===== src/rtl/ram_sp_param.sv =====
// Parametrised single-port synchronous RAM with a hardware clear engine,
// selectable read-during-write behaviour and an optional output register.
module ram_sp_param #(
  parameter int DATA_WIDTH     = 8,
  parameter int ADDR_WIDTH     = 6,
  parameter int RDW_MODE       = 0,
  parameter int OUT_REG        = 0,
  parameter int CLEAR_ON_RESET = 1
) (
  input  logic                  clk,
  input  logic                  rst_n,
  input  logic                  en,
  input  logic                  we,
  input  logic [ADDR_WIDTH-1:0] addr,
  input  logic [DATA_WIDTH-1:0] data,
  input  logic                  clr,
  output logic [DATA_WIDTH-1:0] q,
  output logic                  q_valid,
  output logic                  busy
);

  localparam int DEPTH = 2 ** ADDR_WIDTH;
  localparam logic [ADDR_WIDTH-1:0] LAST_ADDR = ADDR_WIDTH'(DEPTH - 1);

  typedef enum logic {
    READY = 1'b0,
    CLEAR = 1'b1
  } state_t;

  localparam state_t RESET_STATE = (CLEAR_ON_RESET != 0) ? CLEAR : READY;

  state_t                state_r;
  state_t                state_s;
  logic [ADDR_WIDTH-1:0] cnt_r;
  logic [ADDR_WIDTH-1:0] cnt_s;
  logic                  busy_r;
  logic                  accept_s;
  logic                  mem_we_s;
  logic [ADDR_WIDTH-1:0] mem_addr_s;
  logic [DATA_WIDTH-1:0] mem_wdata_s;
  logic [DATA_WIDTH-1:0] rd_data_s;
  logic [DATA_WIDTH-1:0] q_r;
  logic                  q_valid_r;

  logic [DATA_WIDTH-1:0] mem [DEPTH];

  // Next-state logic: clear walks every address once, then returns to READY
  always_comb begin
    state_s = state_r;
    cnt_s   = cnt_r;
    case (state_r)
      READY: begin
        if (clr) begin
          state_s = CLEAR;
        end else begin
          state_s = READY;
        end
      end
      CLEAR: begin
        if (cnt_r == LAST_ADDR) begin
          state_s = READY;
          cnt_s   = {ADDR_WIDTH{1'b0}};
        end else begin
          cnt_s   = cnt_r + ADDR_WIDTH'(1);
        end
      end
      default: begin
        state_s = READY;
        cnt_s   = {ADDR_WIDTH{1'b0}};
      end
    endcase
  end

  // State, clear counter and busy flag registers
  always_ff @(posedge clk or negedge rst_n) begin
    if (!rst_n) begin
      state_r <= RESET_STATE;
      cnt_r   <= {ADDR_WIDTH{1'b0}};
      busy_r  <= (RESET_STATE == CLEAR);
    end else begin
      state_r <= state_s;
      cnt_r   <= cnt_s;
      busy_r  <= (state_s == CLEAR);
    end
  end

  // Write-port arbitration: the clear engine owns the array while busy
  always_comb begin
    accept_s = en & ~busy_r;
    if (state_r == CLEAR) begin
      mem_we_s    = 1'b1;
      mem_addr_s  = cnt_r;
      mem_wdata_s = {DATA_WIDTH{1'b0}};
    end else begin
      mem_we_s    = accept_s & we;
      mem_addr_s  = addr;
      mem_wdata_s = data;
    end
  end

  // Read data for the current access, honouring the read-during-write mode
  always_comb begin
    if ((RDW_MODE == 0) && we) begin
      rd_data_s = data;
    end else begin
      rd_data_s = mem[addr];
    end
  end

  // Storage array; deliberately not reset
  always_ff @(posedge clk) begin
    if (mem_we_s) begin
      mem[mem_addr_s] <= mem_wdata_s;
    end
  end

  generate
    if (OUT_REG != 0) begin : g_out_reg
      logic [DATA_WIDTH-1:0] pipe_data_r;
      logic                  pipe_valid_r;

      // Two-stage result pipeline; q holds its value between results
      always_ff @(posedge clk or negedge rst_n) begin
        if (!rst_n) begin
          pipe_data_r  <= {DATA_WIDTH{1'b0}};
          pipe_valid_r <= 1'b0;
          q_r          <= {DATA_WIDTH{1'b0}};
          q_valid_r    <= 1'b0;
        end else begin
          pipe_valid_r <= accept_s;
          if (accept_s) begin
            pipe_data_r <= rd_data_s;
          end
          q_valid_r <= pipe_valid_r;
          if (pipe_valid_r) begin
            q_r <= pipe_data_r;
          end
        end
      end
    end else begin : g_no_out_reg
      // Single-stage result register; q holds its value between results
      always_ff @(posedge clk or negedge rst_n) begin
        if (!rst_n) begin
          q_r       <= {DATA_WIDTH{1'b0}};
          q_valid_r <= 1'b0;
        end else begin
          q_valid_r <= accept_s;
          if (accept_s) begin
            q_r <= rd_data_s;
          end
        end
      end
    end
  endgenerate

  assign q       = q_r;
  assign q_valid = q_valid_r;
  assign busy    = busy_r;

endmodule

===== config.mk =====
export PLATFORM = sky130hd
export DESIGN_NAME = ram_sp_param
export DESIGN_NICKNAME = d
export VERILOG_FILES = /design/src/rtl/ram_sp_param.sv
export SDC_FILE = /design/constraint.sdc
export NUM_CORES = 1
export LEC_CHECK = 0
export ABC_AREA = 1
export CORE_ASPECT_RATIO = 1.25
export CORE_MARGIN = 2
export CORE_UTILIZATION = 55
export DETAILED_ROUTE_END_ITERATION = 6
export PLACE_DENSITY_LB_ADDON = 0.1
export SLEW_MARGIN = 20
export SYNTH_ARGS = -nofsm -noshare
export SYNTH_HDL_FRONTEND = slang
export SYNTH_SLANG_ARGS = --single-unit

===== constraint.sdc =====
create_clock -name clk -period 7.25 [get_ports clk]
set_clock_uncertainty 0.2 [all_clocks]
set_input_delay 1.45 -clock clk [delete_from_list [all_inputs] [get_ports clk]]
set_output_delay 1.45 -clock clk [all_outputs]
set_load 0.005 [all_outputs]

==> flow_metrics.tcl <==
set metrics [dict create \
    run_status "finished, violations left" \
    violations "DRC" \
    synth_largest_area_cell "edfxtp_1" \
    row_count 81 \
    hold_buffers 0 \
    crit_slowest_cell "clkdlybuf4s50_1" \
    min_period_ns 4.35 \
    period_share_pct 60.0 \
    synthTopCellsByCount "nand2_1 (684), edfxtp_1 (512), nand3_1 (452)" \
    h-tree-depth 2 \
    cap_violations 0 \
    ioPinCount 29 \
    synth_nets 1961 \
    hold_class "reg -> reg" \
    syn_area_um2 21900 \
    crit_arrival_ns 4.36 \
    slew_viol_final 0 \
    cts_buffer_depth 3 \
    cp-start-kind "input port" \
    synthCells 1941 \
    grt_max_degree 132 \
    regArea_um2 15800 \
    netlist-cell-type-count 31 \
    cts.sinks 528 \
    tns_ns 0 \
    grtUsageTotal_pct 27.0 \
    reg2reg_to "mem[4][1]" \
    ys_warn_count 0 \
    postRouteAntennaNets 0 \
    cp_common_cell "inv_2" \
    power_density_nw_per_um2 270 \
    antenna_found_initial 0 \
    grt_pass1_wl_um 83200 \
    worst_ep_required_time_ns 7.26 \
    p_leak_nw 8.73 \
    gr-total-overflow 0 \
    async_flop_share_pct 3.03 \
    via_per_inst 5.84 \
    synthTopCellsByArea "edfxtp_1 (70%), nand2_1 (12%), nand3_1 (10%)" \
    cts-buffers-inserted 50 \
    gp_congestion 0.841 \
    cts_tree "done" \
    fin_nets 1947 \
    dr_total_vias 14400 \
    wl_um 55400 \
    dieArea_um2 41500 \
    cp_cell_sequence "clkdlybuf4s50_1 -> inv_2 -> o21ai_4 -> inv_2 -> or2_2 -> inv_1 -> nand2_1 -> nor2_1" \
    clockRootBuffer "clkbuf_16" \
    setup_viol 0 \
    worstMarginPinSlew_ns 1.06 \
    ys.flop_type "edfxtp_1" \
    synth-edff-count 512 \
    avgRoutedWirePerCell_um 22.5 \
    worst_hold_startpoint "q[0]" \
    drive_above_1_share_pct 7.11 \
    synth.top_cell.area_share_pct 70.1 \
    port_buffers 28 \
    yosysMostFrequentCell "nand2_1" \
    core_area_um2 39200 \
    clk_pin_slew_ns 0.06 \
    multi_input_comb_area_um2 5510 \
    syn_area_per_cell_um2 11.3 \
    die_y_um 227 \
    fmax_mhz 230 \
    area_growth_pct 11.2 \
    reg2reg_depth 4 \
    cp_max_fo 18 \
    fin_cells 2466 \
    layout_setup_ws_ns 2.90 \
    drc_errors 3 \
    slew_headroom_pct 29.0 \
    ir_drop_v 0.000234 \
    nFillCells 3028 \
    initial_core_util_pct 55.9 \
    synth-seq-cells 528 \
    die_w_um 183 \
    rsz0062_at_grt "false" \
    drt_iter0_drc 1491 \
    dp_hpwl_um 31400 \
    drtPass1Iterations 7 \
    insertion_delay_ns 0.58 \
    final_hold_viol_count 0 \
    placed_cells 2373 \
    min_path_cells 2 \
    criticalPathCategory "in -> reg" \
    reg2reg_from "busy" \
    diodes 0 \
    dpl_worst_slack_ns 2.35 \
    r2r_slack_ns 3.11 \
    slowest_delay_ns 0.94 \
    grt_pass1_vias 13900 \
    yosysSeqAreaShare_pct 71.9 \
    cts_resized 0 \
    post_cts_buffers 0 \
    crit_path_end_kind "register" \
    hold_path_end "q[0]" \
]
==> power by group <==
part           internal [W]  leakage (nW)  switching [W]
clock               0.00181         0.892        0.00114
sequential          0.00330          4.05     0.00000277
combinational     0.0000976          3.79       0.000230
==> through the flow <==
stage	hold slack [ns]	instance area [um2]	util, %	total power [W]
after global placement	0.287	22500	57.4	0.00369
after detailed placement	0.288	22500	57.4	0.00369
after global routing	0.332	24400	62.2	0.00674
final	0.306	24400	62.2	0.00658
after floorplan	0.272	21900	-	0.00358
after CTS	0.303	24400	62.2	0.00661
==> metal layers <==
metal  part of all wire, %  track usage, %  wire length, um
met5                     0               0                0
met4                   4.0            11.1             2220
met3                   5.7            3.20             3150
met2                    51            46.7            28200
met1                    39            34.9            21800
==> worst max path at each step <==
stage               cells after the start          to  startpoint  slack [ns]
global route                            8  mem[53][4]     addr[4]        2.69
floorplan                               2   mem[0][0]     data[0]        3.56
detailed placement                      8  mem[50][0]     addr[4]        2.35
CTS                                     8  mem[50][5]     addr[4]        2.96
finish                                  8  mem[50][5]     addr[4]        2.90
global placement                        6  mem[44][7]     addr[4]        2.35
==> logic make-up (layout without fill, tap and decap cells) <==
| group | after synthesis | count (layout) | share of synthesized area [%] |
|---|---|---|---|
| and+or+nand+nor | 1230 | 1230 | 23.8 |
| buffers and inverters | 157 | 184 | 3.29 |
| adders and majority gates | 1 | 1 | 0.0570 |
| AOI/OAI and AO/OA | 22 | 22 | 0.781 |
| xor gates and xnor gates | 3 | 3 | 0.120 |
| DFF | 528 | 528 | 71.9 |
==> registers in the layout, indices dropped and copies added (netlist names) <==
register  flops
busy          1
q             8
mem         512
q_valid       1
cnt_r         6
==> layout by cell type (no fill, tap or decap), types with 14 or more instances in the layout <==
| master | Yosys | routed |
|---|---|---|
| bufinv_16 | 0 | 14 |
| nor2_1 | 74 | 66 |
| clkdlybuf4s50_1 | 0 | 25 |
| edfxtp_1 | 512 | 512 |
| dfrtp_1 | 15 | 15 |
| nand3_1 | 452 | 452 |
| clkbuf_16 | 0 | 51 |
| buf_4 | 3 | 22 |
| inv_1 | 36 | 34 |
| nand2_1 | 684 | 684 |
==> layout make-up <==
class                      count  share of cell area [%]
clock inverter                35                    2.23
multi-input combinational   1256                    22.6
inverter                      41                   0.662
tap                          498                    2.55
sequential                   528                    64.7
clock buffer                  58                    5.42
timing repair buffer          50                    1.85
==> critical path: cells and delay by family <==
kind	cells	cell delay (ns)
buf+inv	4	1.45
simple gates	3	1.18
compound gates	1	0.28
(Power assumes the default switching activity.)
==> edit, RTL diff (config.mk and constraints unchanged) <==
Set the parameter `DATA_WIDTH` to 6 (it was 8).
--- a/src/rtl/ram_sp_param.sv
+++ b/src/rtl/ram_sp_param.sv
@@ -3,3 +3,3 @@
 module ram_sp_param #(
-  parameter int DATA_WIDTH     = 8,
+  parameter int DATA_WIDTH     = 6,
   parameter int ADDR_WIDTH     = 6,
Interface: changed (resized data and q); port bits go from 29 to 25. The function was not compared with the original's and may differ.
==> edit against the original RTL <==
  * Area after synthesis shrank 24%
  * Global-route usage shrank 1.3 points
  * Sequential cell count shrank 130
  * Cell area shrank 25%
  * Worst setup slack lost 0.31 ns
  * Routed wire length shrank 27%
  * Highest routed layer unchanged
  * Power shrank 30%
  * Synthesized cell count shrank 23%
  * Core utilization shrank 0.93 points
  * Via count shrank 23%
  * Critical path depth shrank 3
==> edit: results <==
export IMPL_htree_levels=2
export IMPL_diodes=0
export IMPL_cts_root_buf="clkbuf_16"
export IMPL_grt_usage_pct=25.7
export IMPL_worstMarginPinSlew_ns=1.11
export IMPL_cts_clk_slew_worst_paths_ns=0.06
export IMPL_post_drt_wl_per_cell_um=21.2
export IMPL_io_buffers=24
export IMPL_layout_drive_gt1_share_pct=6.27
export IMPL_netlist_top_cells_count="nand2_1, edfxtp_1, nand3_1, nor2_1, buf_2"
export IMPL_p_leak_nw=6.54
export IMPL_synth_edf_count=384
export IMPL_drt_initial_drc_count=1075
export IMPL_cts_resized=0
export IMPL_yosysWarnings=0
export IMPL_via_count=11100
export IMPL_swShare_pct=21.0
export IMPL_min_path_type="reg -> reg"
export IMPL_via_per_inst=5.77
export IMPL_drt_pass1_iter_count=5
export IMPL_clkLatencyLatePin_ns=0.52
export IMPL_slowest_delay_ns=0.86
export IMPL_grt_start_max_net_pins=99
export IMPL_ys_async_sr_fraction_pct=3.52
export IMPL_grt_antenna_before_repair=0
export IMPL_post_route_drc_count=0
export IMPL_synthCells=1499
export IMPL_clock_path_buffers=3
export IMPL_cpLargestDelayFamily="simple AND/OR/NAND/NOR gates"
export IMPL_ys_types=31
export IMPL_hpwlAfterDp_um=24600
export IMPL_worst_path_max_delay_cell="nand4_1"
export IMPL_arrival_ns=4.63
export IMPL_max_flop_register="mem"
export IMPL_numCtsBuffers=38
export IMPL_cp_max_fo=51
export IMPL_ir_drop_v=0.000210
export IMPL_status="finished clean"
export IMPL_largest_reg_flops=384
export IMPL_dpl_cell_count=1851
export IMPL_post_cts_buffers=0
export IMPL_ys_seq_area_share_pct=71.3
export IMPL_gp_congestion=0.867
export IMPL_grt_pass1_wl_um=60700
export IMPL_synth_top_cells_by_area="edfxtp_1, nand2_1, nand3_1"
export IMPL_ys_flop_type="edfxtp_1"
[edit: changes by cell type in the layout (fill, tap and decap cells not counted), moves of 5 or more]
cell,change
nor4_1,-5
bufinv_16,-13
clkbuf_16,-10
edfxtp_1,-128
clkinvlp_4,-5
buf_4,-7
o21ai_1,+6
nand2_1,-163
nand3_1,-109
nor4_2,+5
[edit: kinds of logic after synthesis]
kind of cell / count (synthesis) / share of synthesized area, %
xor gates and xnor gates: 3 / 0.158
buffers and inverters: 123 / 3.33
AOI/OAI and AO/OA: 19 / 0.773
adders and majority gates: 1 / 0.0751
and+or+nand+nor: 955 / 24.4
DFF: 398 / 71.3
[edit: stage by stage]
stage | power, W | hold slack [ns] | setup WS [ns] | area [um2] | utilization, %
floorplan | 0.00270 | 0.272 | 3.56 | 16700 | -
global placement | 0.00277 | 0.270 | 2.25 | 17100 | 57.2
detailed placement | 0.00278 | 0.269 | 2.21 | 17100 | 57.3
CTS | 0.00462 | 0.286 | 2.75 | 18300 | 61.2
global route | 0.00473 | 0.312 | 2.48 | 18300 | 61.3
finish | 0.00460 | 0.279 | 2.59 | 18300 | 61.3
[edit: area by class of cell]
cell class              count  area (um2)
flip-flops and latches    398       11900
fillers                  2486       11600
multi-input cells         978        4310
clock buffers              51        1070
well taps                 401         502
repair buffers             38         339
inverters                  36         138
clock inverters            15        98.8
[edit: power by group through the flow]
stage | Combinational (W) | Sequential [W] | Clock [W]
3_5_place_dp | 0.000242 | 0.00253 | 0
4_1_cts | 0.000242 | 0.00249 | 0.00189
3_3_place_gp | 0.000240 | 0.00253 | 0
5_1_grt | 0.000270 | 0.00248 | 0.00197
2_1_floorplan | 0.000165 | 0.00253 | 0
6_report | 0.000243 | 0.00249 | 0.00187
[edit: path summary, 6_finish.rpt]
| kind | slack (ns) | cells after the start | end | start |
|---|---|---|---|---|
| worst max register to register | 3.45 | 6 | mem[27][4]$_DFFE_PP_ | busy$_DFF_PN1_ |
| max in group asynchronous | 5.27 | 1 | cnt_r[0]$_DFFE_PN0P_ | rst_n |
| worst max-delay path | 2.59 | 5 | mem[12][0]$_DFFE_PP_ | addr[2] |
| min in group asynchronous | 1.14 | 1 | q[1]$_DFFE_PN0N_ | rst_n |
| worst min register to register | 0.28 | 2 | q[3]$_DFFE_PN0N_ | q[3]$_DFFE_PN0N_ |
| worst min-delay path | 0.28 | 2 | q[3]$_DFFE_PN0N_ | q[3]$_DFFE_PN0N_ |
[edit: metal layers]
| metal | wire (um) | vias up | track usage, % |
|---|---|---|---|
| met5 | 0 | - | 0 |
| met4 | 1800 | 0 | 11.4 |
| met3 | 2730 | 110 | 3.54 |
| met2 | 20200 | 446 | 44.9 |
| met1 | 15900 | 5305 | 32.2 |
| li1 | - | 5195 | - |
